## src/rtl/mux_pkg.sv

```systemverilog
// Select codes, FSM encoding and small helpers shared by the round-robin
// arbiter and the downstream 3:1 mux.
package mux_pkg;

    localparam logic [1:0] SEL_A    = 2'b00;
    localparam logic [1:0] SEL_B    = 2'b01;
    localparam logic [1:0] SEL_C    = 2'b10;
    localparam logic [1:0] SEL_NONE = 2'b11;

    typedef enum logic {
        IDLE  = 1'b0,
        GRANT = 1'b1
    } state_t;

    // Everything the arbiter remembers apart from the hold counter, kept in one
    // place so a checker can observe it as a unit.
    typedef struct packed {
        state_t     state;
        logic [1:0] owner;
        logic [1:0] last_ptr;
    } arb_state_t;

    function automatic logic [2:0] onehot3(input logic [1:0] idx);
        logic [2:0] oh;
        case (idx)
            SEL_A:   oh = 3'b001;
            SEL_B:   oh = 3'b010;
            SEL_C:   oh = 3'b100;
            default: oh = 3'b000;
        endcase
        return oh;
    endfunction

endpackage

```

## src/rtl/mux3_rr_arbiter_pick.sv

```systemverilog
// Combinational round-robin picker: first set req bit scanning cyclically
// from last_ptr+1. valid=0 (idx=SEL_NONE) when nothing is requested.
module rr_pick3
    import mux_pkg::*;
(
    input  logic [2:0] req,
    input  logic [1:0] last_ptr,
    output logic       valid,
    output logic [1:0] idx
);

    // Scan order packed lowest-field-first: order[1:0] is checked first.
    logic [5:0] order;

    always_comb begin
        case (last_ptr)
            2'd0:    order = {SEL_A, SEL_C, SEL_B};
            2'd1:    order = {SEL_B, SEL_A, SEL_C};
            default: order = {SEL_C, SEL_B, SEL_A};
        endcase

        valid = 1'b1;
        if (req[order[1:0]]) begin
            idx = order[1:0];
        end else if (req[order[3:2]]) begin
            idx = order[3:2];
        end else if (req[order[5:4]]) begin
            idx = order[5:4];
        end else begin
            valid = 1'b0;
            idx   = SEL_NONE;
        end
    end

endmodule

```

## src/rtl/mux3_rr_arbiter.sv

```systemverilog
// Round-robin arbiter driving the 2-bit select of a 3:1 mux; a grant is held
// until the owner drops req, strobes done, or the hold limit expires.
module mux3_rr_arbiter
    import mux_pkg::*;
#(
    parameter int MAX_HOLD = 16
) (
    input  logic       clk,
    input  logic       rst,
    input  logic [2:0] req,
    input  logic       done,
    output logic [1:0] sel,
    output logic [2:0] grant,
    output logic       busy,
    output logic       timeout
);

    localparam int CNT_W = $clog2(MAX_HOLD);

    // Handshake: req[i] is a level held by source i for as long as it wants the
    // mux; done is a single-cycle strobe from the current owner. A grant is
    // given on the edge after req is seen and is only taken away on release.
    arb_state_t       st;
    logic [CNT_W-1:0] hold_cnt;

    logic       pick_valid;
    logic [1:0] pick_idx;
    logic [1:0] pick_ptr;
    logic       owner_req;
    logic       at_limit;
    logic       rel;

    // On release the pointer must already be the outgoing owner.
    assign pick_ptr  = (st.state == GRANT) ? st.owner : st.last_ptr;
    assign owner_req = |(req & grant);
    assign at_limit  = (hold_cnt == CNT_W'(MAX_HOLD - 1));
    assign rel       = done || !owner_req || at_limit;

    rr_pick3 u_pick (
        .req      (req),
        .last_ptr (pick_ptr),
        .valid    (pick_valid),
        .idx      (pick_idx)
    );

    always_ff @(posedge clk) begin
        if (rst) begin
            st.state    <= IDLE;
            st.owner    <= SEL_A;
            st.last_ptr <= 2'd2;
            hold_cnt    <= '0;
            sel         <= SEL_NONE;
            grant       <= 3'b000;
            busy        <= 1'b0;
            timeout     <= 1'b0;
        end else begin
            timeout <= 1'b0;
            case (st.state)
                IDLE: begin
                    if (pick_valid) begin
                        st.state <= GRANT;
                        st.owner <= pick_idx;
                        hold_cnt <= '0;
                        sel      <= pick_idx;
                        grant    <= onehot3(pick_idx);
                        busy     <= 1'b1;
                    end
                end
                GRANT: begin
                    if (rel) begin
                        st.last_ptr <= st.owner;
                        timeout     <= at_limit && !done && owner_req;
                        hold_cnt    <= '0;
                        if (pick_valid) begin
                            st.owner <= pick_idx;
                            sel      <= pick_idx;
                            grant    <= onehot3(pick_idx);
                        end else begin
                            st.state <= IDLE;
                            sel      <= SEL_NONE;
                            grant    <= 3'b000;
                            busy     <= 1'b0;
                        end
                    end else begin
                        hold_cnt <= hold_cnt + 1'b1;
                    end
                end
                default: st.state <= IDLE;
            endcase
        end
    end

endmodule

```

## config.mk

```make
export PLATFORM = sky130hd
export DESIGN_NAME = mux3_rr_arbiter
export DESIGN_NICKNAME = d
export VERILOG_FILES = /design/src/rtl/mux_pkg.sv /design/src/rtl/mux3_rr_arbiter_pick.sv /design/src/rtl/mux3_rr_arbiter.sv
export SDC_FILE = /design/constraint.sdc
export NUM_CORES = 1
export LEC_CHECK = 0
export ABC_AREA = 1
export CAP_MARGIN = 40
export CORE_ASPECT_RATIO = 1.1
export CORE_UTILIZATION = 57
export DETAILED_ROUTE_END_ITERATION = 6
export GPL_TIMING_DRIVEN = 0
export PLACE_DENSITY_LB_ADDON = 0.12
export RECOVER_POWER = 100
export SYNTH_ARGS = -nofsm -noshare
export SYNTH_HDL_FRONTEND = slang
export SYNTH_SLANG_ARGS = --single-unit
```

## constraint.sdc

```tcl
create_clock -name clk -period 4.5 [get_ports clk]
set_clock_uncertainty 0.2 [all_clocks]
set_input_delay 0.675 -clock clk [delete_from_list [all_inputs] [get_ports clk]]
set_output_delay 0.675 -clock clk [all_outputs]
set_load 0.02 [all_outputs]
```

==> results of run 1 <==
[routing by layer]
metal	global-route usage [%]	share of wire, %	vias up
met5	0	0	-
met4	12.3	1.4	0
met3	4.93	1.8	4
met2	35.0	52	8
met1	25.8	45	382
li1	-	-	448
[layout make-up]
type,count,area [µm²]
repair buffers,12,120
plain buffers,1,11.3
well taps,17,21.3
clock buffers,4,36.3
fillers,139,448
inverters,19,78.8
flip-flops and latches,16,320
multi-input cells,97,541
[sequential cells by signal, summed over array words and instances, names as in the netlist]
register / count
timeout: 1
grant: 3
busy: 1
st: 5
hold_cnt: 4
sel: 2
[tightest hold or removal path, stage by stage (launching register included)]
cell and delay (ps):
dfxtp_1 330, a21oi_1 70, nand2_1 60
[synth_stat cells]
cell      instances  share of area (%)
a21oi_1           6                3.1
a21oi_2           1               0.91
and3_1            1               0.65
buf_6             1                1.2
dfxtp_1          16                 33
ha_1              3                3.9
inv_1            17                6.6
inv_2             1               0.39
inv_8             1                1.2
nand2_1          35                 14
nand2_2           6                3.9
nand2_4           2                2.3
nand2_8           2                4.1
nand3_1           8                4.1
nand3_2           4                4.1
nor2_1           15                5.8
nor2_2            2                1.3
nor3_1            3                1.6
o211ai_1          2                1.6
o21ai_0           1               0.52
o21ai_2           1               0.91
o21ai_4           1                1.7
o221ai_1          1               0.91
or2_1             1               0.65
xor2_1            2                1.8
[cells by family after synthesis]
family	Yosys count	synth area share, %
compound gates	13	9.59
fa+ha+maj	3	3.89
buf+inv	20	9.33
xor+xnor	2	1.81
simple gates	79	42.2
flops	16	33.2
[placed cells by master, fill, tap and decap left out, drive strengths merged, types with 4 or more instances in the layout]
master / synthesis / layout
nand2: 45 / 45
inv: 19 / 19
nor2: 17 / 17
dfxtp: 16 / 16
nand3: 12 / 12
dlygate4sd3: 0 / 8
a21oi: 7 / 7
clkdlybuf4s50: 0 / 4
clkbuf: 0 / 4
[through the flow]
step / instances / util (%) / power, W
after CTS: 166 / 72.5 / 0.000401
after global placement: 162 / 70.2 / 0.000302
final: 166 / 71.6 / 0.000394
after detailed placement: 162 / 70.2 / 0.000307
after floorplan: 133 / - / 0.000266
after global routing: 166 / 71.6 / 0.000417
[power breakdown]
part / internal, W / leakage, nW / switching, W
registers: 0.000157 / 0.132 / 0.00000942
clock network: 0.0000493 / 0.0210 / 0.0000467
logic: 0.0000494 / 0.405 / 0.0000821
[worst min path at each step]
| stage | from | end | slack (ps) |
|---|---|---|---|
| 5_1_grt | sel[0] | sel[0] | 320 |
| 2_1_floorplan | st[3] | st[3] | 240 |
| 3_3_place_gp | sel[1] | sel[1] | 250 |
| 3_5_place_dp | st[1] | st[1] | 260 |
| 6_report | sel[1] | sel[1] | 280 |
| 4_1_cts | st[1] | st[1] | 290 |
==> impl_metrics.py, run 1 <==
metrics = {
    "pwr": {
        "vdd_drop_max_v": 0.000289,
        "p_leak_nw": 0.558,
        "power_density_nw_per_um2": 349,
    },
    "synthesis": {
        "syn_area_um2": 966,
        "yosysWarningCount": 0,
        "synth-seq-cells": 16,
        "syn_nets": 142,
        "synthDistinctLibCells": 25,
        "syn_area_per_cell_um2": 7.26,
        "seq_area_frac_synth_pct": 33.2,
        "synthCells": 133,
    },
    "min_path": {
        "hp-class": "flop to flop",
        "whs_path_depth": 2,
    },
    "critical_path": {
        "critPathTopFamily": "compound AO/OA/AOI/OAI gates",
        "worstPathArrival_ps": 2920,
        "cp.depth": 9,
        "critPathMaxFanout": 6,
        "cpPeakStageDelay_ps": 680,
        "crit_end": "grant[0]",
        "r2r-end": "grant[0]",
        "cp_cell_sequence": "dlygate4sd3_1 > nand2_1 > nand3_1 > nand2_1 > o21ai_0 > o21ai_0 > or2_1 > nand2_1 > nor2_1",
        "start_kind": "input port",
        "required_ps": 4500,
        "r2r_start": "hold_cnt[0]",
        "r2r_cells": 7,
        "startpoint": "req[0]",
        "crit_buf_inv": 1,
        "worstSetupPathType": "input port to flop",
        "crit_top_cell": "nand2_1",
        "crit_slowest_cell": "dlygate4sd3_1",
        "rrSetupSlack_ps": 2170,
        "cp-end-kind": "flop",
    },
    "clock_network": {
        "clkLatencyLatePin_ps": 290,
        "ctsRootBufferMaster": "clkbuf_4",
        "numCtsBuffers": 3,
        "cts_setup_buffers": 0,
        "cts_tree": "done",
        "clock_sinks": 16,
        "clockBufferDepth": 2,
        "hold_buffers": 0,
        "clkSlewWorstSetupHoldPaths_ps": 90,
        "htree_levels": 1,
        "cts-resized-gates": 0,
    },
    "status": {
        "status": "finished, final reports clean",
    },
    "cells_and_area": {
        "fin_area_um2": 1130,
        "area_delta_synth_final_pct": 16.8,
        "layout-drive-gt1-share_pct": 16.1,
        "antenna_cells": 0,
        "layout.nets": 159,
    },
    "global_route": {
        "grt_start_max_net_pins": 10,
        "gr-total-overflow": 0,
        "track_usage_pct": 21.8,
        "grt_pass1_vias": 686,
        "antenna_found_initial": 0,
        "grt_pass1_wl_mm": 2.73,
    },
    "floorplanning": {
        "rows": 15,
        "initial_core_util_pct": 61.3,
        "die_x_um": 41.3,
        "die_area_um2": 1860,
        "ioPinCount": 13,
        "coreArea_um2": 1580,
        "die_h_um": 45.2,
    },
    "place": {
        "io_buffers": 12,
        "hpwl_mm": 1.42,
        "place.gp.congestion": 0.738,
        "place_area_um2": 1110,
        "place_ws_ps": 1700,
    },
    "sta": {
        "setup_tns_ps": 0,
        "final_max_slew_viol_count": 0,
        "fin_hold_ws_ps": 283,
        "relSlewSlack_pct": 54.4,
        "fin_crit_ps": 2920,
        "min_period_over_period_pct": 65.0,
        "grt_setup_unrepaired": "no",
        "final_hold_viol_count": 0,
        "fmax_ghz": 0.342,
        "setup_slack_ps": 1580,
        "worstMarginPinSlew_ps": 676,
        "setup_viol": 0,
    },
    "routing": {
        "drtAntennaViolNets": 0,
        "dr.first_iter.drc_count": 24,
        "drt_first_pass_iters": 4,
        "drcViolationCount": 0,
        "wl_mm": 1.81,
        "via_count": 842,
        "via_per_inst": 5.07,
        "wl_per_cell_um": 10.9,
    },
    "job": {
        "maxCapViolations": 0,
    },
}
(Power assumes the default switching activity.)
==> inputs of run 2 (changes only) <==
--- a/config.mk
+++ b/config.mk
@@ -8,7 +8,7 @@
 export ABC_AREA = 1
 export CAP_MARGIN = 40
 export CORE_ASPECT_RATIO = 1.1
-export CORE_UTILIZATION = 57
+export CORE_UTILIZATION = 53
 export DETAILED_ROUTE_END_ITERATION = 6
 export GPL_TIMING_DRIVEN = 0
 export PLACE_DENSITY_LB_ADDON = 0.12
==> constraint.sdc (replaced) <==
create_clock -name clk -period 3 [get_ports clk]
set_clock_uncertainty 0.2 [all_clocks]
set_input_delay 0.45 -clock clk [delete_from_list [all_inputs] [get_ports clk]]
set_output_delay 0.45 -clock clk [all_outputs]
set_load 0.02 [all_outputs]
==> run 2 against run 1 <==
  * Sequential share of layout area decreased by 0.094 points
  * Wire length decreased by 5.4%
  * Highest routed layer unchanged
  * First-iteration DRC count increased by 71%
  * Clock power increased by 50%
  * Die area increased by 7.2%
  * Sequential cell count unchanged
  * Core utilization decreased by 2.2 points
  * Worst hold slack got worse by 2.6 ps
  * Count of clock-buffer cells in the layout unchanged
  * Combinational power increased by 49%
  * Via count increased by 0.12%
==> impl_metrics.py, run 2 (same netlist as run 1, synthesis figures left out) <==
metrics = {
    "critical_path": {
        "startpoint": "req[0]",
        "crit_top_cell": "nand2_1",
        "r2r_cells": 7,
        "crit_end": "grant[0]",
        "rrSetupSlack_ps": 850,
        "worstPathArrival_ps": 2470,
        "worstSetupPathType": "input port to flop",
        "cpPeakStageDelay_ps": 660,
        "critPathMaxFanout": 6,
        "crit_buf_inv": 1,
        "start_kind": "input port",
        "cp.depth": 9,
        "r2r_start": "hold_cnt[0]",
        "critPathTopFamily": "compound AO/OA/AOI/OAI gates",
        "cp-end-kind": "flop",
        "cp_cell_sequence": "dlygate4sd3_1 > nand2_1 > nand3_1 > nand2_1 > o21ai_0 > o21ai_2 > or2_1 > nand2_1 > nor2_1",
        "r2r-end": "grant[0]",
        "required_ps": 2990,
        "crit_slowest_cell": "dlygate4sd3_1",
    },
    "routing": {
        "via_per_inst": 5.08,
        "via_count": 843,
        "wl_mm": 1.71,
        "drtAntennaViolNets": 0,
        "wl_per_cell_um": 10.3,
        "drt_first_pass_iters": 4,
        "dr.first_iter.drc_count": 41,
        "drcViolationCount": 0,
    },
    "sta": {
        "fin_crit_ps": 2480,
        "setup_tns_ps": 0,
        "fmax_ghz": 0.403,
        "grt_setup_unrepaired": "no",
        "final_max_slew_viol_count": 0,
        "setup_viol": 0,
        "relSlewSlack_pct": 51.0,
        "worstMarginPinSlew_ps": 727,
        "min_period_over_period_pct": 82.7,
        "final_hold_viol_count": 0,
    },
    "clock_network": {
        "hold_buffers": 0,
        "clkSlewWorstSetupHoldPaths_ps": 100,
        "clock_sinks": 16,
        "cts-resized-gates": 0,
        "cts_setup_buffers": 0,
        "htree_levels": 1,
        "clkLatencyLatePin_ps": 290,
        "clockBufferDepth": 2,
        "ctsRootBufferMaster": "clkbuf_4",
        "numCtsBuffers": 3,
        "cts_tree": "done",
    },
    "global_route": {
        "grt_pass1_wl_mm": 3.04,
        "antenna_found_initial": 0,
        "track_usage_pct": 20.4,
        "gr-total-overflow": 0,
        "grt_start_max_net_pins": 10,
        "grt_pass1_vias": 734,
    },
    "cells_and_area": {
        "largest_register": "st",
        "finalNonFillerCells": 166,
        "largest_reg_flops": 5,
        "area_delta_synth_final_pct": 17.2,
        "antenna_cells": 0,
        "layout_commonest_cell": "nand2_1",
        "top_regs": "st x5, hold_cnt x4, grant x3",
        "layout-drive-gt1-share_pct": 16.8,
        "mostFrequentLayoutCells": "nand2_1 (35), inv_1 (17), dfxtp_1 (16)",
        "layout.nets": 159,
    },
    "status": {
        "status": "finished, final reports clean",
    },
    "place": {
        "place.gp.congestion": 0.751,
        "dpl.cell_count": 162,
        "io_buffers": 12,
        "hpwl_mm": 1.33,
    },
    "pwr": {
        "p_leak_nw": 0.559,
        "vdd_drop_max_v": 0.000299,
        "power_density_nw_per_um2": 521,
    },
    "floorplanning": {
        "initial_core_util_pct": 59.2,
        "die_h_um": 46.8,
        "die_area_um2": 2000,
        "rows": 15,
        "ioPinCount": 13,
        "coreArea_um2": 1630,
        "die_x_um": 42.7,
    },
    "min_path": {
        "hp-class": "flop to flop",
        "whs_path_depth": 2,
    },
    "job": {
        "maxCapViolations": 0,
    },
}
run 2: layout make-up:
class	instances	area, µm²
Inverter	19	78.8
Multi-Input combinational cell	97	544
Buffer	1	11.3
Timing Repair Buffer	12	120
Sequential cell	16	320
Fill cell	133	500
Clock buffer	4	36.3
Tap cell	17	21.3
run 2: per-stage QoR:
stage / hold slack [ps] / total power (W) / cell area, µm² / setup slack [ps] / util, %
2_1_floorplan: 238 / 0.000400 / 966 / 1210 / -
3_3_place_gp: 254 / 0.000453 / 1110 / 421 / 67.8
5_1_grt: 313 / 0.000632 / 1130 / 262 / 69.3
6_report: 280 / 0.000589 / 1130 / 519 / 69.3
3_5_place_dp: 262 / 0.000459 / 1110 / 404 / 67.8
4_1_cts: 285 / 0.000605 / 1140 / 712 / 70.0
run 2: where the power goes:
group	internal, W	switching (W)
clock network	0.0000740	0.0000700
registers	0.000235	0.0000129
logic	0.0000747	0.000123
total	0.000384	0.000206
run 2: worst min path at each step:
stage / slack (ps) / startpoint / to
finish: 280 / st[1] / st[1]
global route: 310 / st[2] / st[2]
CTS: 290 / grant[1] / grant[1]
detailed placement: 260 / st[1] / st[1]
global placement: 250 / sel[1] / sel[1]
floorplan: 240 / st[3] / st[3]
run 2: tightest hold or removal path, cell delays in order, from the launching register on:
cell and delay, ps:
dfxtp_1 340, nand2_1 50, o211ai_1 60
run 2: per-layer routing:
layer  track usage, %  part of all wire (%)
met4             10.6                   2.0
met1             27.5                    49
met3             3.85                   3.3
met2             31.5                    46
met5                0                     0
